## config.mk

```make
export PLATFORM = sky130hd
export DESIGN_NAME = regfile_dbg_ctrl
export DESIGN_NICKNAME = d
export VERILOG_FILES = /design/src/rtl/regfile_dbg_ctrl.sv
export SDC_FILE = /design/constraint.sdc
export NUM_CORES = 1
export LEC_CHECK = 0
export BUFFER_PORTS_ARGS = -buffer_cell sky130_fd_sc_hd__buf_2
export CAP_MARGIN = 10
export CORE_MARGIN = 1
export CORE_UTILIZATION = 45
export DETAILED_ROUTE_END_ITERATION = 8
export GPL_ROUTABILITY_DRIVEN = 0
export GPL_TIMING_DRIVEN = 1
export PLACE_DENSITY = 0.88
export SKIP_LAST_GASP = 1
export SLEW_MARGIN = 0
export SYNTH_ARGS = -nofsm -noshare
export SYNTH_HDL_FRONTEND = slang
export SYNTH_SLANG_ARGS = --single-unit
```

## constraint.sdc

```tcl
create_clock -name clk -period 2.2 [get_ports clk]
set_clock_uncertainty 0.1 [all_clocks]
set_input_delay 0.22 -clock clk [delete_from_list [all_inputs] [get_ports clk]]
set_output_delay 0.22 -clock clk [all_outputs]
set_load 0.005 [all_outputs]
```

## src/rtl/regfile_dbg_ctrl.sv

```systemverilog
// regfile_dbg_ctrl: host debug access to the core register file.
// A host request halts the core, performs one register read or write through
// the shared a1/a3/wd3/we3 ports, acknowledges, and then releases the core.
// Optional feature macro: REGFILE_DBG_CLEAR_ON_RESET_EN. When it is defined,
// x1..x31 are zeroed after reset before host requests are accepted.
module regfile_dbg_ctrl #(
   parameter int HALT_TIMEOUT = 64,
   parameter int ADDR_W       = 5,
   parameter int DATA_W       = 32
) (
   input  logic              clk,
   input  logic              reset,
   input  logic [ADDR_W-1:0] core_a1,
   input  logic [ADDR_W-1:0] core_a3,
   input  logic [DATA_W-1:0] core_wd3,
   input  logic              core_we3,
   output logic [ADDR_W-1:0] rf_a1,
   output logic [ADDR_W-1:0] rf_a3,
   output logic [DATA_W-1:0] rf_wd3,
   output logic              rf_we3,
   input  logic [DATA_W-1:0] rf_rd1,
   output logic              core_halt_req,
   input  logic              core_halted,
   input  logic              dbg_req,
   input  logic              dbg_we,
   input  logic [ADDR_W-1:0] dbg_addr,
   input  logic [DATA_W-1:0] dbg_wdata,
   output logic              dbg_ack,
   output logic              dbg_err,
   output logic [DATA_W-1:0] dbg_rdata
);

   localparam int CNT_W = $clog2(HALT_TIMEOUT + 1);

`ifdef REGFILE_DBG_CLEAR_ON_RESET_EN
   typedef enum logic [2:0] {
      S_IDLE,
      S_HALT_WAIT,
      S_ACCESS,
      S_RELEASE,
      S_CLEAR
   } state_t;
`else
   typedef enum logic [1:0] {
      S_IDLE,
      S_HALT_WAIT,
      S_ACCESS,
      S_RELEASE
   } state_t;
`endif

   state_t              state_q, state_d;
   logic                halt_req_q, halt_req_d;
   logic                ack_q, ack_d;
   logic                err_q, err_d;
   logic [DATA_W-1:0]   rdata_q, rdata_d;
   logic [CNT_W-1:0]    cnt_q, cnt_d;
   logic                lat_we_q, lat_we_d;
   logic [ADDR_W-1:0]   lat_addr_q, lat_addr_d;
   logic [DATA_W-1:0]   lat_wdata_q, lat_wdata_d;
`ifdef REGFILE_DBG_CLEAR_ON_RESET_EN
   // clr_pend_q makes the first cycle after reset start the zeroing sweep
   // rather than serve a host request; reset itself never drives the rf.
   logic                clr_pend_q, clr_pend_d;
   logic [ADDR_W-1:0]   clr_idx_q, clr_idx_d;
`endif

   // Next-state and registered-output logic of the access sequencer.
   always_comb begin
      state_d     = state_q;
      halt_req_d  = halt_req_q;
      ack_d       = 1'b0;
      err_d       = err_q;
      rdata_d     = rdata_q;
      cnt_d       = cnt_q;
      lat_we_d    = lat_we_q;
      lat_addr_d  = lat_addr_q;
      lat_wdata_d = lat_wdata_q;
`ifdef REGFILE_DBG_CLEAR_ON_RESET_EN
      clr_pend_d  = clr_pend_q;
      clr_idx_d   = clr_idx_q;
`endif
      case (state_q)
         S_IDLE: begin
`ifdef REGFILE_DBG_CLEAR_ON_RESET_EN
            if (clr_pend_q) begin
               clr_pend_d = 1'b0;
               clr_idx_d  = ADDR_W'(1);
               halt_req_d = 1'b1;
               state_d    = S_CLEAR;
            end else
`endif
            if (dbg_req) begin
               lat_we_d    = dbg_we;
               lat_addr_d  = dbg_addr;
               lat_wdata_d = dbg_wdata;
               halt_req_d  = 1'b1;
               cnt_d       = '0;
               state_d     = S_HALT_WAIT;
            end
         end
         S_HALT_WAIT: begin
            if (core_halted) begin
               state_d = S_ACCESS;
            end else if (cnt_q == CNT_W'(HALT_TIMEOUT - 1)) begin
               // Give up: report the error, keep the previous read data.
               ack_d   = 1'b1;
               err_d   = 1'b1;
               state_d = S_RELEASE;
            end else begin
               cnt_d = cnt_q + CNT_W'(1);
            end
         end
         S_ACCESS: begin
            // rf_rd1 already reflects the latched address through rf_a1.
            if (!lat_we_q) begin
               rdata_d = rf_rd1;
            end
            ack_d   = 1'b1;
            err_d   = 1'b0;
            state_d = S_RELEASE;
         end
         S_RELEASE: begin
            // Wait for the host to drop its level request so it cannot retrigger.
            halt_req_d = 1'b0;
            if (!dbg_req) begin
               state_d = S_IDLE;
            end
         end
`ifdef REGFILE_DBG_CLEAR_ON_RESET_EN
         S_CLEAR: begin
            if (clr_idx_q == '1) begin
               halt_req_d = 1'b0;
               state_d    = S_IDLE;
            end else begin
               clr_idx_d = clr_idx_q + ADDR_W'(1);
            end
         end
`endif
         default: begin
            halt_req_d = 1'b0;
            state_d    = S_IDLE;
         end
      endcase
   end

   // State and output registers; reset aborts any access without an ack.
   always_ff @(posedge clk) begin
      if (reset) begin
         state_q     <= S_IDLE;
         halt_req_q  <= 1'b0;
         ack_q       <= 1'b0;
         err_q       <= 1'b0;
         rdata_q     <= '0;
         cnt_q       <= '0;
         lat_we_q    <= 1'b0;
         lat_addr_q  <= '0;
         lat_wdata_q <= '0;
`ifdef REGFILE_DBG_CLEAR_ON_RESET_EN
         clr_pend_q  <= 1'b1;
         clr_idx_q   <= ADDR_W'(1);
`endif
      end else begin
         state_q     <= state_d;
         halt_req_q  <= halt_req_d;
         ack_q       <= ack_d;
         err_q       <= err_d;
         rdata_q     <= rdata_d;
         cnt_q       <= cnt_d;
         lat_we_q    <= lat_we_d;
         lat_addr_q  <= lat_addr_d;
         lat_wdata_q <= lat_wdata_d;
`ifdef REGFILE_DBG_CLEAR_ON_RESET_EN
         clr_pend_q  <= clr_pend_d;
         clr_idx_q   <= clr_idx_d;
`endif
      end
   end

   // Register-file port mux: core pass-through except during debug-owned states.
   always_comb begin
      rf_a1  = core_a1;
      rf_a3  = core_a3;
      rf_wd3 = core_wd3;
      rf_we3 = core_we3;
      if (state_q == S_ACCESS) begin
         // Driven from registers, so stable well before the rf negedge write.
         rf_a1  = lat_addr_q;
         rf_a3  = lat_addr_q;
         rf_wd3 = lat_wdata_q;
         rf_we3 = lat_we_q & (lat_addr_q != '0);
      end
`ifdef REGFILE_DBG_CLEAR_ON_RESET_EN
      else if (state_q == S_CLEAR) begin
         rf_a3  = clr_idx_q;
         rf_wd3 = '0;
         rf_we3 = 1'b1;
      end
`endif
   end

   assign core_halt_req = halt_req_q;
   assign dbg_ack       = ack_q;
   assign dbg_err       = err_q;
   assign dbg_rdata     = rdata_q;

endmodule

```

==> metrics.md <==
| Metric | Value |
|---|---|
| Ordered cell list for the critical path | inv_1 -> ha_2 -> buf_4 -> mux2_2 -> buf_2 |
| Total count of max-transition violations in the final report | 0 |
| Insertion delay to the later sink of the worst-skew pair | 0.34 ns |
| Actual slew at the worst max-slew pin | 0.488 ns |
| CTS Buffer Depth | 2 |
| Register area share after synthesis | 45.1% |
| Post-synthesis instance area | 0.00364 mm^2 |
| Worst path required time | 1.88 ns |
| Post-Route WL | 11.3 mm |
| Critical path data arrival time | 1.86 ns |
| Setup-failing EPs final | 0 |
| Final HPWL DP | 7.47 mm |
| Floorplan die area | 0.00846 mm^2 |
| Pin count of the biggest net entering global routing | 47 |
| Share of Yosys cell area claimed by the top area cell type | 45.1% |
| IO Count | 195 |
| Number of global-route vias before repair | 3992 |
| Die Wd | 92.0 um |
| Proportion of register bits with asynchronous set or reset after synthesis | 0% |
| Worst slack after detailed placement | 0.327 ns |
| Number of buffers inserted by post-CTS setup repair | 0 |
| All-Layer GR Usage | 26.7% |
| CP peak stage delay | 0.41 ns |
| Top FF cell, synth | sky130_fd_sc_hd__dfxtp_1 |
| Final Hold Fails | 0 |
| Post-Syn Area per Cell | 7.90 um^2 |
| Number of synthesized flops with an enable pin | 0 |
| Share of final-layout standard cells stronger than drive strength 1 | 37.0% |
| Global route total overflow | 0 |
| Top cells by area, synth | sky130_fd_sc_hd__dfxtp_1 (45%), sky130_fd_sc_hd__nand2_1 (16%), sky130_fd_sc_hd__a21oi_1 (10%) |
| Core area | 0.00777 mm^2 |
| Initial antenna violation count | 1 |
| Setup repair after global routing missed its margin | yes |
| Number of nets in the layout | 808 |
| WS Path Type | flip-flop to primary output |
| Clock Root Buffer | sky130_fd_sc_hd__clkbuf_8 |
| Initial detailed-routing violation count | 198 |
| Number of register bits inferred by synthesis | 82 |
| Global-route wire length before repair | 18.1 mm |
| Warnings, synthesis | 0 |
| Outcome | finished clean |
| Commonest cells after routing, fill and taps aside | sky130_fd_sc_hd__buf_2 (194), sky130_fd_sc_hd__nand2_1 (155), sky130_fd_sc_hd__dfxtp_1 (82) |
| DR DRC count | 0 |
| Final critical-path share of the clock period | 99.3% |
| Chip height | 92.0 um |
| Initial Utilization | 46.9% |
| Layout Area Growth over Synthesis | 46.2% |
| Routed WL per cell | 14.2 um |
| Total power per unit cell area | 890 mW/mm^2 |
| Syn_nets | 583 |
| VDD IR max | 0.419 mV |
| Filler cells | 583 |
| Final design utilization | 68.6% |
| Vias per cell | 5.10 |
| Core Rows | 32 |
| Via count | 4047 |
| Fmax | 0.458 GHz |
| Tightest slew margin relative to the limit | 67.5% |
| Post-synth top area cell | sky130_fd_sc_hd__dfxtp_1 |
| Worst min path class | primary input to flip-flop |
| Number of library cell types mapped by synthesis | 36 |
| CTS HTree Levels | 3 |
| Crit path buffers/inverters | 3 |
| Worst R2R Path Depth | 7 |
| Maxcap violations | 0 |
| Clock buffer count from CTS | 9 |
| Post-route antenna net violation count | 0 |
| Commonest non-fill, non-tap cell in the layout | sky130_fd_sc_hd__buf_2 |
| Post-layout minimum cycle time | 2.18 ns |
| DRT Pass-1 Iters | 5 |
| Leak pwr | 2.42 nW |
| Clk slew on worst S/H paths | 0.08 ns |
| Kind of cell with the highest combined delay on the critical path | buffers and inverters |
| Levels on crit path | 5 |
| Area of the multi-input gates | 0.00182 mm^2 |
| CTS tree | yes |
| Launching element type of the critical path | flip-flop |
| Sequential cell area | 0.00164 mm^2 |
| Number of instances in the synthesized netlist | 461 |
| Num Clock Sinks | 82 |
| Setup crit end kind | primary output |
| Cell depth of the worst min-delay path | 3 |
| Buffers added on ports | 194 |
| Biggest fanout along the worst timing path | 28 |
| Fin worst setup slack | 0.0155 ns |
| Total Power | 4.74 mW |
| Slowest library cell on the worst path | sky130_fd_sc_hd__mux2_2 |
[per-stage QoR]
stage | hold WS (ns) | setup TNS, ns | std cells | instance area [um^2]
after CTS | 0.0000794 | 0 | 793 | 5320
after floorplan | 0.256 | 0 | 461 | 3640
after global placement | 0.338 | 0 | 733 | 4700
after detailed placement | 0.344 | 0 | 733 | 4700
after global routing | 0.00584 | -1.05 | 794 | 5330
final | 0.0187 | 0 | 794 | 5330
[registers in the layout, summed over array words and instances (netlist names)]
name and cells:
dbg_err 1, lat_we_q 1, lat_wdata_q 32, cnt_q 7
state_q 2, lat_addr_q 5, dbg_rdata 32, core_halt_req 1
dbg_ack 1
[cells by family (layout without fill, tap and decap cells)]
family / after synthesis / count (layout) / synth area share (%)
compound gates: 104 / 104 / 15.7
fa+ha+maj: 5 / 5 / 1.72
buf+inv: 46 / 276 / 5.19
flops: 82 / 82 / 45.1
mux: 34 / 34 / 10.4
other cells: 0 / 1 / 0
simple gates: 190 / 190 / 21.9
[power by group]
| part | internal, mW | switching [mW] | leakage [nW] | total [mW] |
|---|---|---|---|---|
| combinational | 0.844 | 1.01 | 1.66 | 1.86 |
| sequential | 1.72 | 0.136 | 0.668 | 1.86 |
| clock | 0.455 | 0.566 | 0.0948 | 1.02 |
[tightest hold or removal path, cell delays in order]
cell and delay [ns]:
sky130_fd_sc_hd__buf_2 0.10, sky130_fd_sc_hd__nand2_1 0.05, sky130_fd_sc_hd__a21oi_1 0.05
[worst paths after layout]
| path | start | end | slack (ns) |
|---|---|---|---|
| worst max-delay path | state_q[0]$_SDFFE_PP0P_ | rf_wd3[12] | 0.02 |
| worst min-delay path | dbg_wdata[0] | lat_wdata_q[0]$_SDFFE_PP0P_ | 0.02 |
| worst max register to register | state_q[0]$_SDFFE_PP0P_ | dbg_rdata[19]$_SDFFE_PP0P_ | 0.29 |
| worst min register to register | dbg_rdata[27]$_SDFFE_PP0P_ | dbg_rdata[27]$_SDFFE_PP0P_ | 0.36 |
[metal layers]
metal / global-route usage [%] / part of all wire (%) / up-vias
met3: 7.21 / 7.2 / 42
met2: 46.5 / 51 / 177
met1: 29.3 / 38 / 1849
met5: 0 / 0 / -
li1: - / - / 1979
met4: 14.6 / 4.1 / 0
[final cells by class]
type	instances	area share, %
Antenna cell	1	0.0470
Inverter	14	0.987
Tap cell	102	2.40
Clock inverter	6	0.940
Sequential cell	82	30.8
Multi-Input combinational cell	333	34.1
Timing Repair Buffer	246	28.1
Clock buffer	10	2.58
[Yosys cell counts (3+ instances only)]
master / n
sky130_fd_sc_hd__inv_1: 14
sky130_fd_sc_hd__nand2b_1: 5
sky130_fd_sc_hd__nor2_1: 8
sky130_fd_sc_hd__ha_1: 5
sky130_fd_sc_hd__nand2_1: 155
sky130_fd_sc_hd__mux2_2: 32
sky130_fd_sc_hd__o21ai_0: 17
sky130_fd_sc_hd__nand3_1: 3
sky130_fd_sc_hd__buf_1: 3
sky130_fd_sc_hd__nor2b_1: 3
sky130_fd_sc_hd__a21oi_1: 76
sky130_fd_sc_hd__nor3_1: 3
sky130_fd_sc_hd__clkbuf_1: 16
sky130_fd_sc_hd__dfxtp_1: 82
sky130_fd_sc_hd__buf_2: 13
[repair_timing]
| item | in CTS | in global routing |
|---|---|---|
| hold buffers | 44 | 0 |
| hold endpoints to repair | 44 | 0 |
| gates resized for setup | 0 | 0 |
| setup endpoints to repair | 0 | 33 |
No activity file was read; power rests on OpenSTA's default activity.
